[config.mk]
export PLATFORM = sky130hd
export DESIGN_NAME = mem_arbiter
export DESIGN_NICKNAME = d
export VERILOG_FILES = /design/src/rtl/cpu_types_pkg.sv /design/src/rtl/mem_arbiter_grant_select.sv /design/src/rtl/mem_arbiter.sv
export SDC_FILE = /design/constraint.sdc
export NUM_CORES = 1
export LEC_CHECK = 0
export CAP_MARGIN = 25
export CORE_AREA = 2 2 104 106
export DETAILED_ROUTE_END_ITERATION = 10
export DIE_AREA = 0 0 106 108
export PLACE_DENSITY = 0.78
export REMOVE_ABC_BUFFERS = 1
export SYNTH_ARGS = -nofsm -noshare
export SYNTH_HDL_FRONTEND = slang
export SYNTH_SLANG_ARGS = --single-unit
[constraint.sdc]
create_clock -name CLK -period 2 [get_ports CLK]
set_clock_uncertainty 0.1 [all_clocks]
set_input_delay 0.4 -clock CLK [delete_from_list [all_inputs] [get_ports CLK]]
set_output_delay 0.4 -clock CLK [all_outputs]
set_load 0.05 [all_outputs]
[src/rtl/cpu_types_pkg.sv]
// Shared CPU memory-path types: word, RAM handshake state, arbiter state and RAM request payload.
package cpu_types_pkg;

  localparam int unsigned WORD_W   = 32;
  localparam int unsigned STARVE_W = 4;
  localparam int unsigned TCNT_W   = 8;

  typedef logic [WORD_W-1:0] word_t;

  typedef enum logic [1:0] {
    FREE   = 2'd0,
    BUSY   = 2'd1,
    ACCESS = 2'd2,
    ERROR  = 2'd3
  } ramstate_t;

  // Decoded by the trace/debug monitor.
  typedef enum logic [1:0] {
    IDLE   = 2'd0,
    IGRANT = 2'd1,
    DGRANT = 2'd2
  } arbstate_t;

  typedef struct packed {
    logic  ren;
    logic  wen;
    word_t addr;
    word_t store;
  } ram_req_t;

  // An access finishes on ACCESS or ERROR; ERROR additionally flags a fault.
  function automatic logic ram_done(input ramstate_t s);
    return (s == ACCESS) || (s == ERROR);
  endfunction

endpackage

[src/rtl/mem_arbiter_grant_select.sv]
// IDLE priority decision: data wins ties unless fetch has been starved STARVE_LIMIT times.
module mem_arbiter_grant_select
  import cpu_types_pkg::*;
#(
  parameter int unsigned STARVE_LIMIT = 4
) (
  input  logic                dreq,
  input  logic                ireq,
  input  logic [STARVE_W-1:0] starve_cnt,
  output logic                grant_d_c,
  output logic                grant_i_c
);

  always_comb begin
    grant_d_c = dreq && ((starve_cnt < STARVE_W'(STARVE_LIMIT)) || !ireq);
    grant_i_c = ireq && !grant_d_c;
  end

endmodule

[src/rtl/mem_arbiter.sv]
// Single-port RAM arbiter between instruction fetch and data paths with starvation bound and timeout.
module mem_arbiter
  import cpu_types_pkg::*;
#(
  parameter int unsigned STARVE_LIMIT = 4,
  parameter int unsigned TIMEOUT      = 15
) (
  input  logic      CLK,
  input  logic      nRST,
  input  logic      iREN,
  input  word_t     iaddr,
  output word_t     iload,
  output logic      iwait,
  input  logic      dREN,
  input  logic      dWEN,
  input  word_t     daddr,
  input  word_t     dstore,
  output word_t     dload,
  output logic      dwait,
  output logic      ramREN,
  output logic      ramWEN,
  output word_t     ramaddr,
  output word_t     ramstore,
  input  word_t     ramload,
  input  ramstate_t ramstate,
  output logic      err
);

  arbstate_t           state_q, state_d;
  logic [STARVE_W-1:0] starve_cnt_q, starve_cnt_d;
  logic [TCNT_W-1:0]   tcnt_q, tcnt_d;
  logic                err_q, err_d;

  logic dreq;
  logic done;
  logic grant_d_c;
  logic grant_i_c;

  assign dreq = dREN | dWEN;
  assign done = ram_done(ramstate);
  assign err  = err_q;

  mem_arbiter_grant_select #(
    .STARVE_LIMIT (STARVE_LIMIT)
  ) u_grant_select (
    .dreq       (dreq),
    .ireq       (iREN),
    .starve_cnt (starve_cnt_q),
    .grant_d_c  (grant_d_c),
    .grant_i_c  (grant_i_c)
  );

  always_ff @(posedge CLK or negedge nRST) begin
    if (!nRST) begin
      state_q      <= IDLE;
      starve_cnt_q <= '0;
      tcnt_q       <= '0;
      err_q        <= 1'b0;
    end else begin
      state_q      <= state_d;
      starve_cnt_q <= starve_cnt_d;
      tcnt_q       <= tcnt_d;
      err_q        <= err_d;
    end
  end

  always_comb begin
    state_d      = state_q;
    starve_cnt_d = starve_cnt_q;
    tcnt_d       = tcnt_q;
    err_d        = err_q;
    ramREN       = 1'b0;
    ramWEN       = 1'b0;
    ramaddr      = iaddr;
    ramstore     = dstore;
    iwait        = 1'b1;
    dwait        = 1'b1;
    iload        = ramload;
    dload        = ramload;

    unique case (state_q)
      IDLE: begin
        if (grant_d_c) begin
          state_d = DGRANT;
          tcnt_d  = '0;
        end else if (grant_i_c) begin
          state_d = IGRANT;
          tcnt_d  = '0;
        end
      end

      IGRANT: begin
        if (!iREN) begin
          state_d = IDLE;
        end else begin
          ramREN  = 1'b1;
          ramaddr = iaddr;
          if (done) begin
            iwait        = 1'b0;
            state_d      = IDLE;
            starve_cnt_d = '0;
            if (ramstate == ERROR) err_d = 1'b1;
          end else begin
            if (tcnt_q != '1) tcnt_d = tcnt_q + TCNT_W'(1);
            if (tcnt_d == TCNT_W'(TIMEOUT)) err_d = 1'b1;
          end
        end
      end

      DGRANT: begin
        if (!dreq) begin
          state_d = IDLE;
        end else begin
          // Write wins when both enables are set.
          ramWEN  = dWEN;
          ramREN  = !dWEN;
          ramaddr = daddr;
          if (done) begin
            dwait   = 1'b0;
            state_d = IDLE;
            if (iREN && (starve_cnt_q != '1)) starve_cnt_d = starve_cnt_q + STARVE_W'(1);
            if (ramstate == ERROR) err_d = 1'b1;
          end else begin
            if (tcnt_q != '1) tcnt_d = tcnt_q + TCNT_W'(1);
            if (tcnt_d == TCNT_W'(TIMEOUT)) err_d = 1'b1;
          end
        end
      end

      default: state_d = IDLE;
    endcase
  end

endmodule

# == After elaboration in Yosys (flattened, before gate mapping) ==
# Index checks and enable logic that the tools add are counted.
# word_totals
out_inout_bits,133
n_memories,0
input_bits,135
elab_cells,85
regBits,15
rom_bits,0
ram_bits,0
latch_bits,0
# classes
eq_ne,18
order_cmp,1
mul,0
n_reduce_logical,14
addsub,2
shift,0
n_mux,45
bitwise_logic,1
div,0
# op_table
op,count
$mux W8,12
$mux W32,2
$pmux W8 S3,1
$mux W4,5
$eq A8 B4 Y1 const B,2
$mux W1,16
$ne A2 B2 Y1 const B,6
$reduce_and A6 Y1,2
$mux W2,5
$ne A3 B3 Y1 const B,3
$add A8 B1 Y8 const B,1
$ne A8 B8 Y1 const B,1
$pmux W4 S2,1
$eq A2 B2 Y1 const B,3
$pmux W2 S3,1
$reduce_and A5 Y1,1
$add A4 B1 Y4 const B,1
$lt A4 B3 Y1 const B,1
$ne A4 B4 Y1 const B,1
$pmux W1 S2,2
$logic_and A1 B1 Y1,3
$logic_not A1 Y1,3
$reduce_bool A3 Y1,1
$eq A2 B1 Y1 const B,1
other kinds (5),6

# == Longest topological paths before layout ==
# Gate-level depths: netlist of run 1.
# logic_depth
word_depth,10
ltp_mapped,8
mapped_depth_nobuf,6

# == Cells and area by module ==
# A second synthesis of run 1 with hierarchy kept.
# hier_totals
cells_unflattened,266
hier_area_um2,2265.9
# by_module_without_submodules
mod,cells_each,instances,area_per_inst_um2
mem_arbiter,262,1,2243.4
mem_arbiter_grant_select,4,1,22.5

# == Worst setup path before layout of run 1 ==
# No wires, ideal clock.
# synth_path
kind,register -> output
from,register state_q[0]
to,output port ramREN
slack_ns,-0.651
stages_incl_launch_ff,5
arrival_ns,2.151
cell_sequence,dfrtp_1 -> inv_1 -> ha_1 -> clkbuf_1 -> a21boi_0
# synth_between
elab_chain_len,2
elab_cells_between_ends,3
classes_between,eq/ne: 2; mux: 1
# synth_rtl
element,line_no,source
start: declaration,mem_arbiter.sv:29,"arbstate_t state_q, state_d;"
start signal: assignment,mem_arbiter.sv:60,state_q <= state_d;
$eq A2 B2 Y1 / $eq A2 B1 Y1 (equally long branches),mem_arbiter.sv:81,unique case (state_q)
$pmux W1 S2 (*),mem_arbiter.sv:81,
end: declaration,mem_arbiter.sv:20,"output logic ramREN,"
# Every way passes the cells marked *; elsewhere a longest branch is shown, timed or not.

# == Worst setup path after layout of run 1 ==
# layout_path
from,register state_q[1]
to,output port ramaddr[13]
# layout_between
elab_chain_len,2
# layout_rtl
element,line_no,source
$eq A2 B2 Y1,mem_arbiter.sv:81,
$mux W32,--,
end: declaration,mem_arbiter.sv:22,"output word_t ramaddr,"
# Every way passes these cells.

==> impl_results.md, run 1 <==
* Clock buffer depth at 2
* Maxcap violations at 0
* Worst-path maximum fanout at 15
* Post-synth EDFFs at 0
* Die area at 0.0114 mm2
* Most common cell after layout, fill and taps aside: clkdlybuf4s50_1
* First-pass GRT wire length at around 18,000 um
* Rows at 37
* Number of cells on the critical path at 5
* Met2 Wirelength at 5990 um
* Met3 wire len at 3640 um
* H-tree depth at 1
* Routed Antenna Nets at 0
* Starting Density at a little over a fifth
* Filler Cell Count at 1,041
* Worst Path Buf+Inv at 2
* R2r worst-path depth at 7
* Initial antenna violation count at 0
* Clk_lat worst skew at approximately 0.25 ns
* Layout Nets at 431
* Async SR Flop Fraction at 100%
* Core box area at 0.0102 mm2
* Primary FF master, synth: dfrtp_1
* Ant. Diodes at 0
* Power per cell area at between 1000 and 1500 mW/mm2
* Crit end category: output pin
* DP Cell Count at ~410
* Clk sinks at 15
* CP startpoint kind: flip-flop
* CTS tree: built
* Die height at 108 um
* Layout cells sized above 1 at 44.3%
* Worst path slowest cell: dfrtp_1
* DP Wirelength at approximately 12,000 um
* Worst VDD drop at between 0.6 and 0.7 mV
* Via density at around 5
* WP data required at 1.50 ns
* Residual DRC at 0
* Mapped Cells at roughly 250
* Setup_tns at -6.52 ns
* Failing checks: setup timing
* #FFs+latches synth at 15
* CP max stage delay at 0.42 ns
* Post-Layout Cell Count at between 400 and 500
* Netlist cell types at 42
* Setup WS pre-CTS at -0.370 ns
* DR pass1 iterations at 4
* Post-Synthesis Cell Area at 0.00216 mm2
* Worst path cell trace: ha_4 > o21ai_4 > buf_6 > mux2_2 > buf_6
* RSZ-0062 raised after global routing: true
* CP dominant cell by count: buf_6
* Die X at 106 um
* Status: finished, violations left
* Mean Syn Cell Area at 8.54 um2
* Final period utilization at 111%
* WS Path Type: reg -> out
* P_leak at 1.42 nW
* Final Setup Violations at 37
* Critical path's top delay family: flip-flops
* Measured slew at the worst slew-check pin at roughly 0.42 ns
* R2r startpoint: state_q[0]$_DFFE_PN0N_
* Synth warn at 0
* Gr ovfl total at 0
* Vias in the first global route at between 2,000 and 2,500
* Largest net degree at the start of global routing at 16
* GRT Total Usage at 23.7%
* Path type of the worst min-delay path: in -> async
* WL met1 at between 3000 and 4000 um
* Setup ws final at -0.218 ns
* Critical Path AT at 1.72 ns
* Num CTS Buffers at 3
* Hold Fails Final Rpt at 0
* Clk root buf: clkbuf_8
* Final min period at 2.22 ns
* Post-synthesis sequential area ratio at 17.4%
* Top routing layer used: met5
* Syn-to-layout area delta at 53.3%
* Routed wire length at approximately 14,000 um
* Ports at 268
* Rel. slew slack at between 70% and 80%
* I/O Buffers at 107
* Placer Congestion at between 0.9 and 1
* Iteration-0 DRC Markers at 126
* Most frequent cells in the layout: clkdlybuf4s50_1 (67), mux2_4 (27), buf_6 (23)
* WL/cell at around 33 um
* Hold_ws at 0.377 ns
* Fin area at 0.00331 mm2
* CP Launch Point: state_q[1]$_DFFE_PN0N_
* Vias at 2,140
* Slew Viols, Final at 0
* Clk slew on worst S/H paths at 0.07 ns
* Post-CTS Hold Buffers at 0
* Placed cell areas at 0.00276 mm2
* Fmax at 0.451 GHz
==> through the flow <==
step	total power, mW	utilization [%]
3_3_place_gp	2.84	27.0
4_1_cts	3.82	31.4
5_1_grt	4.14	32.4
3_5_place_dp	2.88	27.0
2_1_floorplan	1.96	-
6_report	3.95	32.4
==> synth_stat cells, types with 2 or more instances <==
master    instances  share of area (%)
nand2_1           9                1.6
a32o_1            2               0.93
mux2_2           34                 18
or3_1             2               0.58
dfrtp_1          15                 17
a21oi_1          13                3.0
ha_1              6                3.5
and2_1            2               0.58
nor2_1            4               0.69
o211ai_1          2               0.69
nor3_1            3               0.69
buf_4            97                 34
o21ai_0           7                1.6
buf_2             3               0.69
o41ai_1           2               0.81
nand3_1          10                2.3
a41oi_1           2               0.81
clkbuf_1          2               0.35
nand3b_1          2               0.69
mux2i_1           2               0.93
nand4_1           3               0.87
and3_1            4                1.2
inv_1             8                1.4
==> final timing paths <==
| path | slack, ns | endpoint |
|---|---|---|
| setup / recovery | -0.22 | ramaddr[13] |
| hold / removal | 0.38 | state_q[1]$_DFFE_PN0N_ |
| setup reg to reg | -0.05 | starve_cnt_q[1]$_DFFE_PN0P_ |
| hold reg to reg | 0.50 | starve_cnt_q[1]$_DFFE_PN0P_ |
| max in group asynchronous | 1.24 | starve_cnt_q[2]$_DFFE_PN0P_ |
| min in group CLK | 0.50 | starve_cnt_q[1]$_DFFE_PN0P_ |
==> layer usage <==
layer  GRT usage (%)  vias to the layer above
met1            18.9                      972
met3            27.4                       22
met5            5.80                        -
met2            36.3                      278
li1                -                      866
met4            7.99                        2
==> flip-flops by register name (all words and copies together), names as in the netlist <==
| register | cells |
|---|---|
| tcnt_q | 8 |
| starve_cnt_q | 4 |
| state_q | 2 |
| err | 1 |
==> final cells by class <==
class                   instances  area, um2  share of cell area, %
inverters                       8       32.5                  0.982
well taps                     136        170                   5.14
clock buffers                   4       45.0                   1.36
flip-flops and latches         15        375                   11.3
multi-input cells             128       1220                   36.9
repair buffers                134       1470                   44.3
==> kinds of logic after synthesis <==
group / count (synthesis) / share of synthesized area (%)
AO/OA/AOI/OAI: 40 / 12.4
XOR/XNOR: 1 / 0.405
adder cells (fa/ha/maj): 6 / 3.47
buffers and inverters: 111 / 36.7
flip-flops: 15 / 17.4
multiplexers: 36 / 18.6
AND/OR/NAND/NOR: 44 / 11.1
==> worst reg2reg max path: stages (launching register included) <==
cell and delay, ns:
dfrtp_1 0.40, inv_2 0.08, ha_4 0.16, buf_4 0.13, or3b_4 0.41, nand4_1 0.16, mux2_4 0.31, a22o_1 0.18
==> power by group <==
part,internal [mW],switching [mW]
clock,0.142,0.126
combinational,1.54,1.69
sequential,0.373,0.0811
==> repair_timing <==
item	CTS	global route
pin swaps	7	7
gates resized for setup	79	33
setup buffers	6	0
cloned	3	0
endpoints found under the setup margin	41	46
Power figures use the tool's default switching activity.
==> run 2, diff against run 1 <==
--- a/config.mk
+++ b/config.mk
@@ -5,12 +5,14 @@
 export SDC_FILE = /design/constraint.sdc
 export NUM_CORES = 1
 export LEC_CHECK = 0
+export ABC_AREA = 1
 export CAP_MARGIN = 25
-export CORE_AREA = 2 2 104 106
+export CORE_AREA = 2 2 105 107
 export DETAILED_ROUTE_END_ITERATION = 10
-export DIE_AREA = 0 0 106 108
-export PLACE_DENSITY = 0.78
+export DIE_AREA = 0 0 107 109
+export PLACE_DENSITY = 0.77
 export REMOVE_ABC_BUFFERS = 1
+export SKIP_LAST_GASP = 1
 export SYNTH_ARGS = -nofsm -noshare
 export SYNTH_HDL_FRONTEND = slang
 export SYNTH_SLANG_ARGS = --single-unit
==> impl_results.md, run 2 <==
* Critical path's top delay family: buffers and inverters (was flip-flops)
* Cell taking the most area after synthesis: buf_4 (unchanged)
* Status: finished, violations left (unchanged)
* Primary FF master, synth: dfrtp_1 (unchanged)
* Residual DRC at 0 (unchanged)
* DP Cell Count at 520 (was 413)
* DP Wirelength at 11,300 um (was 12,100 um)
* Routed wire length at 13,800 um (was 14,000 um)
* Placer Congestion at 0.844 (was 0.943)
* Num CTS Buffers at 3 (unchanged)
* Die X at 107 um (was 106 um)
* Total power draw at 5.15 mW (was 3.95 mW)
* Internal at 2.58 mW (was 2.06 mW)
* Ports at 268 (unchanged)
* Clk slew on worst S/H paths at 0.07 ns (about the same)
* Logic pwr share at 86.4% (was 81.7%)
* Critical Path AT at 1.60 ns (was 1.72 ns)
* WL/cell at 25.7 um (was 33.0 um)
* Synth warn at 0 (unchanged)
* Maxcap violations at 0 (unchanged)
* #FFs+latches synth at 15 (unchanged)
* Async SR Flop Fraction at 100% (unchanged)
* Clock buffer depth at 2 (unchanged)
* Vias in the first global route at 2,235 (was 2,188)
* Worst path slowest cell: dfrtp_1 (unchanged)
* Starting Density at 20.8% (was 21.1%)
* Switching share of power at 49.8% (was 47.9%)
* Fin area at 0.00366 mm2 (was 0.00331 mm2)
* Layout Nets at 538 (was 431)
* Slew Viols, Final at 0 (unchanged)
* Max reg flops at 8 (unchanged)
* Via density at 4.48 (was 5.04)
* Placed cell areas at 0.00321 mm2 (was 0.00276 mm2)
* Iteration-0 DRC Markers at 100 (was 126)
* Top-count cell post-synth: nand2_1 (was buf_4)
* Post-synth top area share at 33.0% (was 33.7%)
* Core box area at 0.0106 mm2 (was 0.0102 mm2)
* Clk root buf: clkbuf_8 (unchanged)
* Vias at 2,400 (was 2,140)
* H-tree depth at 1 (unchanged)
* Post-Synthesis Cell Area at 0.00221 mm2 (was 0.00216 mm2)
* RSZ-0062 raised after global routing: true (unchanged)
* Most common cell after layout, fill and taps aside: nand2_1 (was clkdlybuf4s50_1)
* Post-CTS Hold Buffers at 0 (unchanged)
* Measured slew at the worst slew-check pin at 0.301 ns (was 0.420 ns)
* Synth Area in Simple Gates at 31.7% (was 11.1%)
* Post-synth EDFFs at 0 (unchanged)
* First-pass GRT wire length at 17,500 um (was 18,300 um)
* Mapped Cells at 357 (was 253)
* Netlist cell types at 26 (was 42)
* Worst VDD drop at 0.649 mV (was 0.674 mV)
* Clk_lat worst skew at 0.25 ns (about the same)
* Clock share of power at 4.9% (was 6.8%)
* Ant. Diodes at 0 (unchanged)
* Biggest regs: tcnt_q (8), starve_cnt_q (4), state_q (2) (unchanged)
* Top post-synthesis cells by count: nand2_1 (135), buf_4 (97), inv_1 (28) (was buf_4 (97), mux2_2 (34), dfrtp_1 (15))
* Power per cell area at 1410 mW/mm2 (was 1190 mW/mm2)
* Fmax at 0.476 GHz (was 0.451 GHz)
* Worst-path maximum fanout at 10 (was 15)
* CTS tree: built (unchanged)
* P_leak at 1.67 nW (was 1.42 nW)
* DR pass1 iterations at 4 (unchanged)
* Sequential Power Share at 8.7% (was 11.5%)
* Crit end category: output pin (unchanged)
* Die area at 0.0117 mm2 (was 0.0114 mm2)
* WP data required at 1.50 ns (about the same)
* I/O Buffers at 107 (unchanged)
* Top reg by flops: tcnt_q (unchanged)
* CP startpoint kind: flip-flop (unchanged)
* Post-Layout Cell Count at 536 (was 425)
* Rows at 38 (was 37)
* Initial antenna violation count at 0 (unchanged)
* Mean Syn Cell Area at 6.18 um2 (was 8.54 um2)
* GRT Total Usage at 21.7% (was 23.7%)
* Syn-to-layout area delta at 65.6% (was 53.3%)
* Path type of the worst min-delay path: in -> async (unchanged)
* Hold Fails Final Rpt at 0 (unchanged)
* Rel. slew slack at 79.9% (was 71.7%)
* Final period utilization at 105% (was 111%)
* Combinational family with the most area after synthesis: buffers and inverters (unchanged)
* Largest net degree at the start of global routing at 25 (was 16)
* Routed Antenna Nets at 0 (unchanged)
* Final min period at 2.10 ns (was 2.22 ns)
* Leading post-synthesis cells by cell area: buf_4 (33%), nand2_1 (23%), dfrtp_1 (17%), inv_1 (4.8%), ha_1 (3.4%) (was buf_4 (34%), mux2_2 (18%), dfrtp_1 (17%), ha_1 (3.5%), a21oi_1 (3.0%))
* Post-synthesis mux area share at 0% (was 18.6%)
* WS Path Type: reg -> out (unchanged)
* Worst Path Buf+Inv at 4 (was 2)
* Post-Synth Adder-Cell Area at 3.40% (was 3.47%)
* Setup ws final at -0.0989 ns (was -0.218 ns)
* Post-synthesis compound-gate area fraction at 7.26% (was 12.4%)
* Die height at 109 um (was 108 um)
* Clk sinks at 15 (unchanged)
* Synth Area in XOR/XNOR at 0.794% (was 0.405%)
* Switching Power at 2.56 mW (was 1.89 mW)
* Post-synthesis sequential area ratio at 17.0% (was 17.4%)
* Worst path cell trace: ha_4 > nand2_8 > clkinv_8 > buf_12 > buf_8 > nand2_2 > nand2_2 > buf_12 (was ha_4 > o21ai_4 > buf_6 > mux2_2 > buf_6)
* Layout cells sized above 1 at 37.6% (was 44.3%)
* Failing checks: setup timing (unchanged)
* CP max stage delay at 0.43 ns (was 0.42 ns)
* Gr ovfl total at 0 (unchanged)
* Most frequent cells in the layout: nand2_1 (74), clkdlybuf4s50_1 (68), nand2_2 (58) (was clkdlybuf4s50_1 (67), mux2_4 (27), buf_6 (23))
* Final Setup Violations at 31 (was 37)
==> run 2: cell types whose count changed after synthesis, sizes merged, moves of 3 or more <==
cell and delta:
nand2 +128, mux2 -34, inv +22, nor2 +9, o21ai +9, a21oi -7
nand3 +5, and3 -4, a32o -3
==> run 2: worst paths after layout <==
path	startpoint	to	slack, ns	cells past startpoint
setup / recovery	state_q[1]$_DFFE_PN0N_	ramaddr[15]	-0.1	8
hold / removal	nRST	tcnt_q[5]$_DFFE_PN0P_	0.37	2
setup reg to reg	state_q[0]$_DFFE_PN0N_	tcnt_q[6]$_DFFE_PN0P_	0.07	9
hold reg to reg	err$_DFFE_PN0P_	err$_DFFE_PN0P_	0.38	2
max in group asynchronous	nRST	tcnt_q[1]$_DFFE_PN0P_	1.23	2
min in group CLK	err$_DFFE_PN0P_	err$_DFFE_PN0P_	0.38	2
==> run 2: cell type report <==
type	count	area (um2)
clock buffers	4	45.0
inverters	30	125
well taps	140	175
multi-input cells	208	1170
fillers	1099	6950
flip-flops and latches	15	377
repair buffers	139	1770
==> run 2: repair_timing <==
action,in CTS,in global routing
resized for setup,54,35
setup endpoints to repair,34,35
pin swaps,2,8
cloned,2,2
buffers inserted,7,4
==> run 2: layer usage <==
metal / GRT usage (%) / up-vias / routed length, um
li1: - / 1087 / -
met1: 20.8 / 1075 / 4310
met2: 31.0 / 210 / 6020
met3: 23.8 / 24 / 3140
met4: 5.01 / 4 / 241
met5: 4.91 / - / 72
==> run 2: power by group through the flow <==
stage                     clock, mW  combinational (mW)  sequential [mW]
after floorplan                   0                1.84            0.432
after global placement            0                3.68            0.442
after detailed placement          0                3.71            0.444
after CTS                     0.262                4.25            0.441
after global routing          0.271                4.68            0.454
final                         0.253                4.45            0.448
==> run 2: kinds of logic (layout without fill, tap and decap cells) <==
kind of cell / Yosys count / count (layout)
flip-flops: 15 / 15
buffers and inverters: 134 / 173
AO/OA/AOI/OAI: 29 / 29
adder cells (fa/ha/maj): 6 / 6
XOR/XNOR: 2 / 2
AND/OR/NAND/NOR: 171 / 171
==> run 2: through the flow <==
step | setup TNS, ns | worst slack [ns] | hold slack, ns | utilization (%)
5_1_grt | -3.82 | -0.141 | 0.408 | 34.5
6_report | -2.01 | -0.0989 | 0.372 | 34.5
2_1_floorplan | -30.70 | -0.942 | 0.00441 | -
4_1_cts | -1.60 | -0.0734 | 0.375 | 33.2
3_3_place_gp | -6.44 | -0.226 | 0.355 | 30.3
3_5_place_dp | -7.56 | -0.260 | 0.367 | 30.3
==> run 3, diff against run 2 <==
--- a/config.mk
+++ b/config.mk
@@ -7,10 +7,11 @@
 export LEC_CHECK = 0
 export ABC_AREA = 1
 export CAP_MARGIN = 25
-export CORE_AREA = 2 2 105 107
+export CORE_AREA = 2 2 103 105
 export DETAILED_ROUTE_END_ITERATION = 10
-export DIE_AREA = 0 0 107 109
-export PLACE_DENSITY = 0.77
+export DIE_AREA = 0 0 105 107
+export DONT_BUFFER_PORTS = 1
+export PLACE_DENSITY = 0.44
 export REMOVE_ABC_BUFFERS = 1
 export SKIP_LAST_GASP = 1
 export SYNTH_ARGS = -nofsm -noshare
==> impl_results.md, run 3 (same netlist as run 2, synthesis figures left out) <==
* Failing checks: setup timing (unchanged)
* Rel. slew slack at 48.4% (was 79.9%)
* Hold path depth at 4
* Internal at 2.44 mW (was 2.58 mW)
* R2r worst-path depth at 10 (was 9)
* Vias in the first global route at 2,096 (was 2,235)
* DP Cell Count at 432 (was 520)
* Slew Viols, Final at 0 (unchanged)
* Switching share of power at 51.4% (was 49.8%)
* Starting Density at 21.9% (was 20.8%)
* Worst Path Buf+Inv at 4 (unchanged)
* Crit end category: output pin (unchanged)
* Core box area at 0.0101 mm2 (was 0.0106 mm2)
* Final Setup Violations at 33 (was 31)
* Die X at 105 um (was 107 um)
* CP max stage delay at 0.45 ns (was 0.43 ns)
* Num CTS Buffers at 3 (unchanged)
* Final core utilization at 29.0% (was 34.5%)
* I/O Buffers at 0 (was 107)
* Fmax at 0.482 GHz (was 0.476 GHz)
* DR pass1 iterations at 4 (unchanged)
* Iteration-0 DRC Markers at 161 (was 100)
* Post-Layout Cell Count at 448 (was 536)
* Measured slew at the worst slew-check pin at 0.772 ns (was 0.301 ns)
* Residual DRC at 0 (unchanged)
* GRT met1 Usage at 18.6% (was 20.8%)
* Maxcap violations at 0 (unchanged)
* RSZ-0062 raised after global routing: true (unchanged)
* Critical Path AT at 1.57 ns (was 1.60 ns)
* CP startpoint kind: flip-flop (unchanged)
* Worst path slowest cell: dfrtp_2 (was dfrtp_1)
* Biggest regs: tcnt_q (8), starve_cnt_q (4), state_q (2) (unchanged)
* Top reg by flops: tcnt_q (unchanged)
* Clk root buf: clkbuf_8 (unchanged)
* WL/cell at 30.6 um (was 25.7 um)
* Filler Cell Count at 1,120 (was 1,099)
* First-pass GRT wire length at 18,100 um (was 17,500 um)
* Power per cell area at 1720 mW/mm2 (was 1410 mW/mm2)
* Met3 usage at 26.3% (was 23.8%)
* Most frequent cells in the layout: nand2_1 (75), nand2_2 (37), buf_12 (36) (was nand2_1 (74), clkdlybuf4s50_1 (68), nand2_2 (58))
* Die height at 107 um (was 109 um)
* Final min period at 2.07 ns (was 2.10 ns)
* Gr busiest metal: met2 (unchanged)
* Switching Power at 2.59 mW (was 2.56 mW)
* Path type of the worst min-delay path: in -> reg (was in -> async)
* Clk slew on worst S/H paths at 0.07 ns (about the same)
* H-tree depth at 1 (unchanged)
* Routed wire length at 13,700 um (was 13,800 um)
* Final period utilization at 104% (was 105%)
* Global Route met2 Usage at 35.3% (was 31.0%)
* Rows at 37 (was 38)
* Status: finished, violations left (unchanged)
* Ant. Diodes at 0 (unchanged)
* Via density at 4.82 (was 4.48)
* Worst VDD drop at 0.655 mV (was 0.649 mV)
* Sequential Power Share at 8.8% (was 8.7%)
* WP data required at 1.50 ns (about the same)
* Hold Fails Final Rpt at 0 (unchanged)
* WS Path Type: reg -> out (unchanged)
* Setup WS pre-CTS at 0.0984 ns (was -0.260 ns)
* P_leak at 1.40 nW (was 1.67 nW)
* Layout cells sized above 1 at 43.3% (was 37.6%)
* Most common cell after layout, fill and taps aside: nand2_1 (unchanged)
* Number of cells on the critical path at 8 (unchanged)
* Critical path's top delay family: buffers and inverters (unchanged)
* GRT Total Usage at 23.2% (was 21.7%)
* DP Wirelength at 11,300 um (about the same)
* Clock buffer depth at 2 (unchanged)
* Largest net degree at the start of global routing at 18 (was 25)
* Gr ovfl total at 0 (unchanged)
* Vias at 2,158 (was 2,400)
* Clk_lat worst skew at 0.26 ns (was 0.25 ns)
* Hold_ws at 0.313 ns (was 0.372 ns)
* Clk sinks at 15 (unchanged)
* CP dominant cell by count: buf_12
* Ports at 268 (unchanged)
* Die area at 0.0112 mm2 (was 0.0117 mm2)
* Syn-to-layout area delta at 32.8% (was 65.6%)
* Clock share of power at 5.2% (was 4.9%)
* Max reg flops at 8 (unchanged)
* Worst path cell trace: ha_4 > nand2_4 > inv_4 > buf_12 > clkbuf_16 > nand2_1 > nand2_2 > buf_12 (was ha_4 > nand2_8 > clkinv_8 > buf_12 > buf_8 > nand2_2 > nand2_2 > buf_12)
* Layout Nets at 454 (was 538)
* CTS tree: built (unchanged)
* Initial antenna violation count at 0 (unchanged)
* Routed Antenna Nets at 0 (unchanged)
* Setup ws final at -0.0735 ns (was -0.0989 ns)
* Setup_tns at -1.60 ns (was -2.01 ns)
* Worst-path maximum fanout at 4 (was 10)
* Logic pwr share at 86.0% (was 86.4%)
* Placer Congestion at 0.853 (was 0.844)
-- run 3: per-stage QoR --
step           power [mW]  cell area, um2
2_1_floorplan        2.27            1440
3_3_place_gp         3.86            2360
3_5_place_dp         3.88            2360
4_1_cts              4.78            2760
5_1_grt              5.30            2930
6_report             5.03            2930
-- run 3: power by group through the flow --
stage / combinational, mW / sequential, mW / clock (mW)
5_1_grt: 4.56 / 0.458 / 0.281
6_report: 4.33 / 0.444 / 0.260
4_1_cts: 4.07 / 0.443 / 0.268
3_3_place_gp: 3.43 / 0.436 / 0
3_5_place_dp: 3.44 / 0.440 / 0
2_1_floorplan: 1.84 / 0.432 / 0
-- run 3: layout make-up --
cell class	count	area [um2]	share of cell area, %
Clock buffer	3	41.3	1.41
Multi-Input combinational cell	208	1270	43.5
Inverter	30	115	3.93
Tap cell	136	170	5.80
Sequential cell	15	377	12.8
Timing Repair Buffer	55	948	32.4
Clock inverter	1	5.00	0.171
-- run 3: per-layer routing --
layer,wire length (um),up-vias
met1,3650,970
li1,-,918
met4,512,2
met2,6210,238
met3,3270,30
met5,45,-
-- run 3: path summary, 6_finish.rpt --
kind                                              from                     endpoint  slack, ns
min                                        ramstate[1]              err$_DFFE_PN0P_       0.31
max reg2reg                     state_q[1]$_DFFE_PN0N_        tcnt_q[3]$_DFFE_PN0P_       0.16
min reg2reg                starve_cnt_q[1]$_DFFE_PN0P_  starve_cnt_q[1]$_DFFE_PN0P_       0.41
max                             state_q[1]$_DFFE_PN0N_                  ramaddr[20]      -0.07
max in group asynchronous                         nRST       state_q[1]$_DFFE_PN0N_       0.71
min in group asynchronous                         nRST        tcnt_q[7]$_DFFE_PN0P_       0.56
-- run 3: what timing repair did --
| item | 4_1_cts | 5_1_grt |
|---|---|---|
| pin swaps | 4 | 12 |
| hold buffers | 1 | 0 |
| cloned | 3 | 2 |
| endpoints found under the hold margin | 15 | 0 |
| resized for setup | 72 | 31 |
| setup buffers | 5 | 3 |
| endpoints found under the setup margin | 34 | 45 |
-- run 3: worst reg2reg max path: cells and delay by family (launching register included) --
kind / cells / cell delay [ns]
flops: 1 / 0.45
simple gates: 4 / 0.43
compound gates: 3 / 0.31
buf+inv: 2 / 0.24
fa+ha+maj: 1 / 0.18
